[src/rtl/vend_ctrl_if.sv]
// Handshake bundle between the vending controller and its coin/selection/dispenser
// environment. The controller uses the slave view; the environment drives the master view.
interface vend_ctrl_if;
   logic       coin_valid;
   logic [4:0] coin;
   logic       sel_valid;
   logic [1:0] sel;
   logic       cancel;
   logic       change_ack;
   logic       coin_ack;
   logic       coin_rej;
   logic       vend;
   logic [1:0] vend_id;
   logic       change_valid;
   logic [4:0] change_coin;
   logic [5:0] saldo;
   logic       busy;

   modport master (
      output coin_valid, coin, sel_valid, sel, cancel, change_ack,
      input  coin_ack, coin_rej, vend, vend_id, change_valid, change_coin, saldo, busy
   );

   modport slave (
      input  coin_valid, coin, sel_valid, sel, cancel, change_ack,
      output coin_ack, coin_rej, vend, vend_id, change_valid, change_coin, saldo, busy
   );
endinterface

[src/rtl/vend_ctrl.sv]
// Vending machine controller: collects 5/10/20 coins, vends one of four products
// and pays back change (or a full refund) one coin at a time.
module vend_ctrl #(
   parameter logic [5:0] PRICE0 = 6'd40,
   parameter logic [5:0] PRICE1 = 6'd25,
   parameter logic [5:0] PRICE2 = 6'd35,
   parameter logic [5:0] PRICE3 = 6'd50
) (
   input  logic     clk,
   input  logic     reset,
   vend_ctrl_if.slave bus
);

   typedef enum logic [1:0] {IDLE, COLLECT, VEND, CHANGE} state_t;

   state_t     state, nxt;
   logic [5:0] saldo;
   logic [1:0] sel_reg;
   logic       sel_set;
   logic       coin_ack_q, coin_rej_q;

   logic [5:0] price_sel;
   logic [6:0] sum;
   logic [4:0] chg;
   logic       coin_ok, go_vend, accept;

   always_comb begin
      unique case (sel_reg)
         2'd0:    price_sel = PRICE0;
         2'd1:    price_sel = PRICE1;
         2'd2:    price_sel = PRICE2;
         default: price_sel = PRICE3;
      endcase
   end

   always_comb begin
      coin_ok = (bus.coin == 5'd5) || (bus.coin == 5'd10) || (bus.coin == 5'd20);
      sum     = {1'b0, saldo} + {2'b00, bus.coin};
      go_vend = (state == COLLECT) && !bus.cancel && sel_set && (saldo >= price_sel);
      accept  = bus.coin_valid && ((state == IDLE) || (state == COLLECT)) && coin_ok &&
                (sum <= 7'd63) && !bus.cancel && !go_vend;
      if (saldo >= 6'd20)      chg = 5'd20;
      else if (saldo >= 6'd10) chg = 5'd10;
      else if (saldo >= 6'd5)  chg = 5'd5;
      else                     chg = 5'd0;
   end

   always_ff @(posedge clk or negedge reset) begin
      if (!reset) state <= IDLE;
      else        state <= nxt;
   end

   always_comb begin
      nxt = state;
      unique case (state)
         IDLE:    if (accept) nxt = COLLECT;
         COLLECT: begin
            if (bus.cancel)   nxt = CHANGE;
            else if (go_vend) nxt = VEND;
         end
         VEND:    nxt = (saldo == price_sel) ? IDLE : CHANGE;
         CHANGE:  if (bus.change_ack && (saldo == {1'b0, chg})) nxt = IDLE;
         default: nxt = IDLE;
      endcase
   end

   always_ff @(posedge clk or negedge reset) begin
      if (!reset) begin
         saldo      <= '0;
         sel_reg    <= '0;
         sel_set    <= 1'b0;
         coin_ack_q <= 1'b0;
         coin_rej_q <= 1'b0;
      end else begin
         coin_ack_q <= accept;
         coin_rej_q <= bus.coin_valid && !accept;
         unique case (state)
            IDLE, COLLECT: begin
               if (accept) saldo <= sum[5:0];
               // The selection being vended must not change under the price in use.
               if (bus.sel_valid && !go_vend) begin
                  sel_reg <= bus.sel;
                  sel_set <= 1'b1;
               end
               if ((state == COLLECT) && bus.cancel) sel_set <= 1'b0;
            end
            VEND: begin
               saldo   <= saldo - price_sel;
               sel_set <= 1'b0;
            end
            CHANGE: if (bus.change_ack) saldo <= saldo - {1'b0, chg};
            default: ;
         endcase
      end
   end

   always_comb begin
      bus.coin_ack     = coin_ack_q;
      bus.coin_rej     = coin_rej_q;
      bus.vend         = (state == VEND);
      bus.vend_id      = (state == VEND) ? sel_reg : 2'd0;
      bus.change_valid = (state == CHANGE);
      bus.change_coin  = (state == CHANGE) ? chg : 5'd0;
      bus.saldo        = saldo;
      bus.busy         = (state == VEND) || (state == CHANGE);
   end

endmodule

[src/flat_wrapper.sv]
// flat-port wrapper written by rule: the top's interface ports become plain ports
module vend_ctrl_flat 
#(
   parameter logic [5:0] PRICE0 = 6'd40,
   parameter logic [5:0] PRICE1 = 6'd25,
   parameter logic [5:0] PRICE2 = 6'd35,
   parameter logic [5:0] PRICE3 = 6'd50
)
  (clk, reset, bus_coin_valid, bus_coin, bus_sel_valid, bus_sel, bus_cancel, bus_change_ack, bus_coin_ack, bus_coin_rej, bus_vend, bus_vend_id, bus_change_valid, bus_change_coin, bus_saldo, bus_busy);
  vend_ctrl_if bus_i ();
  input  logic clk;
  input  logic reset;
  input wire logic [$bits(bus_i.coin_valid)-1:0] bus_coin_valid;
  input wire logic [$bits(bus_i.coin)-1:0] bus_coin;
  input wire logic [$bits(bus_i.sel_valid)-1:0] bus_sel_valid;
  input wire logic [$bits(bus_i.sel)-1:0] bus_sel;
  input wire logic [$bits(bus_i.cancel)-1:0] bus_cancel;
  input wire logic [$bits(bus_i.change_ack)-1:0] bus_change_ack;
  output wire logic [$bits(bus_i.coin_ack)-1:0] bus_coin_ack;
  output wire logic [$bits(bus_i.coin_rej)-1:0] bus_coin_rej;
  output wire logic [$bits(bus_i.vend)-1:0] bus_vend;
  output wire logic [$bits(bus_i.vend_id)-1:0] bus_vend_id;
  output wire logic [$bits(bus_i.change_valid)-1:0] bus_change_valid;
  output wire logic [$bits(bus_i.change_coin)-1:0] bus_change_coin;
  output wire logic [$bits(bus_i.saldo)-1:0] bus_saldo;
  output wire logic [$bits(bus_i.busy)-1:0] bus_busy;
  assign bus_i.coin_valid = bus_coin_valid;
  assign bus_i.coin = bus_coin;
  assign bus_i.sel_valid = bus_sel_valid;
  assign bus_i.sel = bus_sel;
  assign bus_i.cancel = bus_cancel;
  assign bus_i.change_ack = bus_change_ack;
  assign bus_coin_ack = bus_i.coin_ack;
  assign bus_coin_rej = bus_i.coin_rej;
  assign bus_vend = bus_i.vend;
  assign bus_vend_id = bus_i.vend_id;
  assign bus_change_valid = bus_i.change_valid;
  assign bus_change_coin = bus_i.change_coin;
  assign bus_saldo = bus_i.saldo;
  assign bus_busy = bus_i.busy;
  vend_ctrl #(.PRICE0(PRICE0), .PRICE1(PRICE1), .PRICE2(PRICE2), .PRICE3(PRICE3)) u_core (.clk(clk), .reset(reset), .bus(bus_i));
endmodule
[config.mk]
export PLATFORM = sky130hd
export DESIGN_NAME = vend_ctrl_flat
export DESIGN_NICKNAME = d
export VERILOG_FILES = /design/src/rtl/vend_ctrl_if.sv /design/src/rtl/vend_ctrl.sv /design/src/flat_wrapper.sv
export SDC_FILE = /design/constraint.sdc
export NUM_CORES = 1
export LEC_CHECK = 0
export ABC_AREA = 1
export CORE_ASPECT_RATIO = 0.75
export CORE_MARGIN = 2
export CORE_UTILIZATION = 57
export CTS_BUF_LIST = sky130_fd_sc_hd__clkbuf_8 sky130_fd_sc_hd__clkbuf_16
export DETAILED_ROUTE_END_ITERATION = 10
export PLACE_DENSITY = 0.91
export SYNTH_ARGS = -nofsm -noshare
export SYNTH_HDL_FRONTEND = slang
export SYNTH_SLANG_ARGS = --single-unit
[constraint.sdc]
create_clock -name clk -period 4 [get_ports clk]
set_input_delay 0.8 -clock clk [delete_from_list [all_inputs] [get_ports clk]]
set_output_delay 0.8 -clock clk [all_outputs]
set_load 0.02 [all_outputs]
---- After elaboration in Yosys (flattened, before gate mapping) ----
Index checks and enable logic that the tools add are counted.
cells by class
  add/sub/neg operators ................... 3
  $lt $le $gt $ge ......................... 5
  equal/unequal tests ..................... 16
  muxes and demuxes ....................... 18
  reduce and logical (&&, ||, !) cells .... 27
operator list
  kind                                                                              number
  6-bit case mux with 3 select lines                                                2
  5-bit two-way mux                                                                 3
  1-bit logical AND                                                                 12
  2-bit two-way mux                                                                 6
  6-bit two-way mux                                                                 2
  2-bit case mux with 4 select lines                                                1
  6-bit by 5-bit adder with 7-bit output                                            1
  7-bit by 6-bit less-or-equal comparator with 1-bit output, second input constant  1
  2-bit == test, second input constant                                              3
  6-bit by 5-bit == test with 1-bit output                                          1
  6-bit == test                                                                     1
  6-bit by 3-bit >= comparator with 1-bit output, second input constant             1
  6-bit by 4-bit >= comparator with 1-bit output, second input constant             1
  6-bit by 5-bit >= comparator with 1-bit output, second input constant             1
  6-bit >= comparator                                                               1
  2-bit by 1-bit inequality test with 1-bit output, second input constant           3
  2-bit AND reduction                                                               3
  6-bit by 5-bit subtractor with 6-bit output                                       1
  6-bit subtractor                                                                  1
  5-bit by 3-bit == test with 1-bit output, second input constant                   1
  5-bit by 4-bit == test with 1-bit output, second input constant                   1
  5-bit == test, second input constant                                              1
  2-bit by 1-bit == test with 1-bit output, second input constant                   2
  2-bit zero test                                                                   2
  11 further kinds                                                                  17
storage, ports and cells
  flip-flop bits (word level) ............. 13
  input bits .............................. 13
  output and inout bits ................... 18

---- Longest topological paths before layout ----
Gate-level depths: netlist (run 1).
  depth after elaboration ................. 9
  mapped depth ............................ 17
  depth with buffers taken out ............ 16

---- Worst setup path before layout (run 1) ----
OpenSTA, ideal clock, no wires.
  path kind ............................... register to output
  from .................................... reg u_core.saldo[1] (netlist: u_core.bus.saldo[1])
  to ...................................... out bus_change_coin[3]
  arrival time ............................ 1.758 ns
  data required time ...................... 3.200 ns
  setup slack ............................. 1.442 ns
  stages on the path, launching flop included .. 8
  path buffers ............................ 1
  cell sequence ........................... dfrtp_1 -> inv_1 -> a21oi_1 -> nor3_1 -> nor2_1 -> inv_1 -> nor2_1 -> buf_4
on the way
  word-level cells in the longest chain between the ends .. 4
  elaborated cells on any way between the ends .. 5
  those cells by class .................... order compare (2); mux (3)
RTL lines
  what                                            RTL line            text
  start, declared                                 vend_ctrl.sv:17     logic [5:0] saldo;
  start signal, assigned                          vend_ctrl.sv:79     if (accept) saldo <= sum[5:0];
  start signal, assigned                          vend_ctrl.sv:88     saldo <= saldo - price_sel;
  start signal, assigned                          vend_ctrl.sv:91     CHANGE: if (bus.change_ack) saldo <= saldo - {1'b0, chg};
  6-bit by 4-bit >= comparator with 1-bit output  vend_ctrl.sv:43     else if (saldo >= 6'd10) chg = 5'd10;
  5-bit two-way mux                               vend_ctrl.sv:43
  5-bit two-way mux (*)                           vend_ctrl.sv:42     if (saldo >= 6'd20) chg = 5'd20;
  5-bit two-way mux (*)                           vend_ctrl.sv:103    bus.change_coin = (state == CHANGE) ? chg : 5'd0;
  end, declared                                   flat_wrapper.sv:24  output wire logic [$bits(bus_i.change_coin)-1:0] bus_change_coin;
Every way passes the cells marked *; elsewhere a longest branch is shown, timed or not.

---- Final worst setup path (run 1) ----
  from .................................... reg u_core.saldo[2] (netlist: u_core.bus.saldo[2])
  to ...................................... out bus_change_coin[3]
Same word-level chain as after synthesis.

==> run summary, run 1 <==
Flip-flop and latch count after synthesis - 13
Top post-synthesis cells by area - dfrtp_1 (20%), nand2_1 (17%), ha_1 (15%)
Crit path launch type - register
Fmax - 0.318 GHz
Synth Instances - 256
Worst path max stage delay - 620 ps
Number of antenna violations at the first check in global routing - 0
Data arrival time of the critical path - 2340 ps
Die area - 3320 um2
Chain of cells forming the critical path - inv_1 -> a21oi_1 -> nor3_1 -> nor2_1 -> inv_1 -> nor2_1 -> clkdlybuf4s50_1
IO Pins - 31
Detailed placer's ending HPWL - 3550 um
Starting utilization of the core area - 0.615
Endpoint required time on the critical path - 3200 ps
Fraction of final layout cells sized beyond drive strength 1 - 0.0596
Sum of overflow across all layers after global routing - 0
Maximum fanout along the worst path - 11
Core footprint - 2660 um2
WL per Instance - 14.1 um
Ys flop type - dfrtp_1
Vias/cell - 5.64
Final net count - 321
Net count of the mapped netlist - 291
DRT antenna net count - 0
Total count of hold-check failures in the final report - 0
Cts hold-fix bufs - 0
Post-cts repair resize count - 0
Time the final worst path needs with I/O delays and setup - 3140 ps
Total of buffers placed on input and output ports - 30
Crit path max-delay family - buffers and inverters
H-tree levels - 1
# clock sinks - 13
Critical Path Sink Type - output port
TritonCTS clock tree - done
MaxCap Viol Count - 0
Max FFs per register - 6
Clock latency at the later pin of the worst-skew pair - 250 ps
Largest clock skew in the final design - 4.00 ps
Highest signal layer in the routed design - met4
Clk slew on worst S/H paths - 60 ps
Number of iterations in the first detailed-routing pass - 4
Yosys warning count - 0
Share of flip-flops with an asynchronous set or reset - 1.00
Routability Congestion - 0.946
Finish-stage setup viols - 0
Setup repair after global routing missed its margin - no
Summed negative setup slack over all endpoints - 0 ps
Routed length on met2 - 1960 um
Number of synthesized flops with an enable pin - 0
Path type of the worst setup path - reg -> out
Root Buffer Master - clkbuf_8
Initial DRC count - 107
Mean cell area of the mapped netlist - 6.40 um2
Number of max-slew violations in the final report - 0
Actual transition at the worst max-transition pin - 584 ps
Cell with the biggest individual delay on the critical path - clkdlybuf4s50_1
Synth area leader - dfrtp_1
Die outline width - 65.9 um
Deepest clock path buffer count - 2
Setup Fix Bufs, Post-CTS - 0
Global-route wire length before repair - 7420 um
DRT Wirelength - 4540 um
Routed length on met1 - 1980 um
Post-synthesis to final-layout area growth - 21.8%
Number of placement rows - 16
Path category of the worst min-delay check - reg -> reg
Sum of met3 wire segment lengths after detailed routing - 529 um
CP Buf/Inv Count - 3
Worst rel slew slack - 0.609
Number of vias in the routed layout - 1809
Sequential element share of the synthesized area - 0.199
Die height - 50.4 um
Final period utilization - 0.786
Post-synthesis cell area - 1640 um2
Number of global-route vias before repair - 1576
GRT Resource Usage Total - 0.293
Number of DRC violations after detailed routing - 0
Number of unique standard cell types used by synthesis - 28
Number of buffers created by CTS - 3
Status - finished, final reports clean
Pin count of the biggest net entering global routing - 14
Area fraction of the dominant cell type after synthesis - 0.199
Count of antenna diodes in the layout - 0
## cell type report
class	count	area (um2)
Tap cell	36	45.0
Clock buffer	3	41.3
Multi-Input combinational cell	201	1140
Timing Repair Buffer	30	300
Sequential cell	13	325
Clock inverter	1	5.00
Fill cell	224	668
Inverter	37	141
## per-stage QoR
step           hold WS, ps  utilization  area, um2  cells  worst slack [ps]
2_1_floorplan          456            -       1640    256              1440
3_3_place_gp           487        0.732       1950    317              1220
3_5_place_dp           506        0.732       1950    317              1180
4_1_cts                515        0.749       1990    321               860
5_1_grt                588        0.749       1990    321               706
6_report               521        0.749       1990    321               855
## cell families after synthesis
family                   share of synthesized area
AO/OA/AOI/OAI                               0.0947
buffers and inverters                        0.108
flip-flops                                   0.199
AND/OR/NAND/NOR                              0.417
adder cells (fa/ha/maj)                      0.182
## placed cells by master, fill, tap and decap left out
cell type,n
dfrtp_1,13
inv_2,1
nor2_1,30
nand3_1,26
inv_4,1
nand2_1,73
o21ai_0,11
nor3_1,1
a21oi_1,12
nand3_2,1
a31oi_1,1
o211ai_1,2
nor2_2,2
nand2_2,2
fa_1,3
o221ai_1,1
nor2_4,1
clkinv_2,1
inv_1,35
nor3b_2,1
o21ai_1,2
nand2_4,3
or2_2,1
nand4_1,4
nand3b_1,5
ha_1,19
clkdlybuf4s50_1,30
clkbuf_8,3
## final timing paths
path,from,end,slack [ps],depth (start not counted)
setup reg to reg,u_core.bus.saldo[2],u_core.bus.saldo[4],1290,15
setup / recovery,u_core.bus.saldo[2],bus_change_coin[3],860,7
hold reg to reg,u_core.sel_set,u_core.sel_set,520,2
min in group asynchronous,reset,u_core.sel_reg[0],920,1
hold / removal,u_core.sel_set,u_core.sel_set,520,2
max in group asynchronous,reset,u_core.state[0],2690,1
## synth_stat cells (3+ instances only)
master and n:
nand4_1 4, nor2_1 30, dfrtp_1 13, a21oi_1 12, inv_1 35, fa_1 3
nand3b_1 5, nand2_4 3, ha_1 19, o21ai_0 11, nand3_1 26, nand2_1 73
## metal layers
metal,vias to the layer above,GRT usage
met4,0,0.0590
met1,809,0.436
met2,103,0.441
met5,-,0
met3,9,0.0605
li1,888,-
## tightest hold or removal path, stage by stage, from the launching register on
cell,delay [ps]
dfrtp_1,350
nor2_1,50
nor2_1,80
Power of run 1 is left out: the tool's default activity adds up to more than one toggle a clock period on the data nets, which glitch-free logic cannot reach.
==> inputs of run 2 (changes only) <==
CORE_UTILIZATION = 48   (was 57)
PLACE_DENSITY = 0.82   (was 0.91)
clock period = 2.6 ns   (was 4 ns; I/O delays follow)
==> run 2 against run 1 <==
- wire length decreased by 9.2%
- critical path type unchanged
- critical endpoint is now bus_vend_id[1]
- setup slack got worse by 690 ps
- cell count increased by 3.1%
- worst hold slack got worse by 16 ps
- largest cell class unchanged
- register-to-register slack got worse by 1100 ps
- highest routed layer unchanged
==> run summary, run 2 (synthesis results as in run 1) <==
Die height - 54.6 um (+8.3%)
Routability Congestion - 0.974 (+3.0%)
Crit path launch type - register
Met3 Use GR - 0.0368 (-0.0237)
Sequential power share - 0.126
Power share of the combinational group - 0.820
Total of buffers placed on input and output ports - 30 (unchanged)
Final net count - 327 (+1.9%)
Maximum fanout along the worst path - 9 (-2)
Detailed placer's ending HPWL - 3460 um (-2.5%)
Capture instance of the worst register-to-register path - u_core.bus.saldo[4]
Status - finished, final reports clean
Top Usage Layer GRT - met2
Setup Fix Bufs, Post-CTS - 0 (unchanged)
Number of antenna violations at the first check in global routing - 0 (unchanged)
Path type of the worst setup path - reg -> out
Core footprint - 3270 um2 (+23%)
Deepest clock path buffer count - 2 (unchanged)
R2R Path Start - u_core.sel_reg[0]
Post-Place Cell Area - 2000 um2 (+2.6%)
MaxCap Viol Count - 0 (unchanged)
Final critical-path setup slack - 166 ps (-689 ps)
Data arrival time of the critical path - 1910 ps (-430 ps)
Proportion of total power due to net switching - 0.552
Met1 GRT Util - 0.333 (-0.103)
Total net switching power - 0.00173 W
Worst vdd rail ir drop - 0.766 mV
Worst hold slack across all endpoints - 505 ps (-16.5 ps)
Pint - 0.00140 W
Fraction of final layout cells sized beyond drive strength 1 - 0.0756 (+0.0160)
# fillers - 304 (+36%)
IO Pins - 31 (unchanged)
Number of vias in the routed layout - 1749 (-3.3%)
Clock latency at the later pin of the worst-skew pair - 240 ps (about the same)
Commonest non-fill, non-tap cell in the layout - nand2_1
Worst rel slew slack - 0.637 (+0.0276)
Final std cell area, no fill - 2050 um2 (+2.8%)
Post-synthesis to final-layout area growth - 25.2%
Critical Path Sink Type - output port
Global-route wire length before repair - 7100 um (-4.3%)
Final period utilization - 0.936
Actual transition at the worst max-transition pin - 543 ps (-41.2 ps)
Number of buffers created by CTS - 3 (unchanged)
End point of the critical path - bus_vend_id[1]
Endpoint required time on the critical path - 2080 ps (-1120 ps)
Instance count along the most critical hold path - 2 (unchanged)
Number of DRC violations after detailed routing - 0 (unchanged)
Max FFs per register - 6 (unchanged)
Number of iterations in the first detailed-routing pass - 4 (unchanged)
Post-placement worst setup slack - 181 ps (-996 ps)
DRT antenna net count - 0 (unchanged)
Vias/cell - 5.28 (-6.2%)
Die area - 3900 um2 (+17%)
Number of placement rows - 18 (+2)
Total count of hold-check failures in the final report - 0 (unchanged)
Initial DRC count - 84 (-21%)
Number of global-route vias before repair - 1573 (-0.19%)
Layout Utilization - 0.628 (-0.121)
Path category of the worst min-delay check - reg -> reg
R2R cell count - 12 (-3)
WL per Instance - 12.5 um (-12%)
Leakage component of the power - 1.14 nW
Commonest cells after routing, fill and taps aside - nand2_1 (73), inv_1 (36), nor2_1 (30), clkdlybuf4s50_1 (27), nand3_1 (26)
Critical Path Source - u_core.state[1]
Largest clock skew in the final design - 3.66 ps (-0.346 ps)
TritonCTS clock tree - done
Number of max-slew violations in the final report - 0 (unchanged)
Setup repair after global routing missed its margin - no
DRT Wirelength - 4120 um (-9.2%)
Pin count of the biggest net entering global routing - 14 (unchanged)
Finish-stage setup viols - 0 (unchanged)
H-tree levels - 1 (unchanged)
Fmax - 0.411 GHz
Register-to-register path setup slack - 240 ps (-1050 ps)
Sum of overflow across all layers after global routing - 0 (unchanged)
GRT Resource Usage Total - 0.236 (-0.0577)
Starting utilization of the core area - 0.502 (-0.114)
Clk slew on worst S/H paths - 50 ps (about the same)
Root Buffer Master - clkbuf_8
Met2 Use GR - 0.375 (-0.0661)
Part of the total power dissipated in the clock network - 0.055
Count of antenna diodes in the layout - 0 (unchanged)
# clock sinks - 13 (unchanged)
Power per cell area - 1530 nW/um2
Summed negative setup slack over all endpoints - 0 ps (unchanged)
Time the final worst path needs with I/O delays and setup - 2430 ps
Die outline width - 71.5 um (+8.4%)
[run 2: cell count changes in the layout (fill, tap and decap cells not counted)]
cell             change
dlymetal6s2s_1       +3
buf_4                +6
clkdlybuf4s50_1      -3
clkinv_2             -1
inv_1                +1
[run 2: critical path, stage by stage (launching register included)]
cell             delay, ps
dfrtp_1                500
inv_4                  140
nor2_4                 220
inv_2                  100
nor2_1                  90
clkdlybuf4s50_1        600
[run 2: routing by layer]
| layer | part of all wire | routed length, um | vias to the layer above |
|---|---|---|---|
| met3 | 0.051 | 211 | 11 |
| met5 | 0 | 0 | - |
| met1 | 0.48 | 1990 | 772 |
| met4 | 0.021 | 87 | 0 |
| li1 | - | - | 902 |
| met2 | 0.44 | 1830 | 64 |
[run 2: through the flow]
stage,cells,total power [W]
3_5_place_dp,327,0.00293
3_3_place_gp,327,0.00288
2_1_floorplan,256,0.00222
5_1_grt,331,0.00349
4_1_cts,331,0.00311
6_report,331,0.00313
[run 2: final cells by class]
type	instances	area (um2)	area share
Sequential cell	13	325	0.159
Inverter	37	141	0.0689
Clock buffer	3	41.3	0.0201
Clock inverter	1	3.75	0.00183
Timing Repair Buffer	36	353	0.172
Multi-Input combinational cell	201	1140	0.554
Tap cell	40	50.0	0.0244
[run 2: repair_timing]
action / CTS / global route
hold buffers: 0 / 0
gates resized for setup: 0 / 3
endpoints found under the setup margin: 0 / 3
[run 2: power groups by stage]
| stage | Combinational (W) | Clock, W | Sequential (W) |
|---|---|---|---|
| 2_1_floorplan | 0.00176 | 0 | 0.000455 |
| 6_report | 0.00256 | 0.000171 | 0.000393 |
| 3_5_place_dp | 0.00253 | 0 | 0.000396 |
| 5_1_grt | 0.00291 | 0.000184 | 0.000405 |
| 3_3_place_gp | 0.00249 | 0 | 0.000391 |
| 4_1_cts | 0.00255 | 0.000174 | 0.000392 |
[run 2: worst min path at each step]
stage	start	endpoint	slack, ps
2_1_floorplan	reset	u_core.bus.coin_ack	220
3_3_place_gp	u_core.sel_set	u_core.sel_set	470
3_5_place_dp	u_core.sel_set	u_core.sel_set	490
4_1_cts	u_core.sel_set	u_core.sel_set	500
5_1_grt	u_core.sel_set	u_core.sel_set	540
6_report	u_core.sel_set	u_core.sel_set	500
Power figures use the tool's default switching activity.
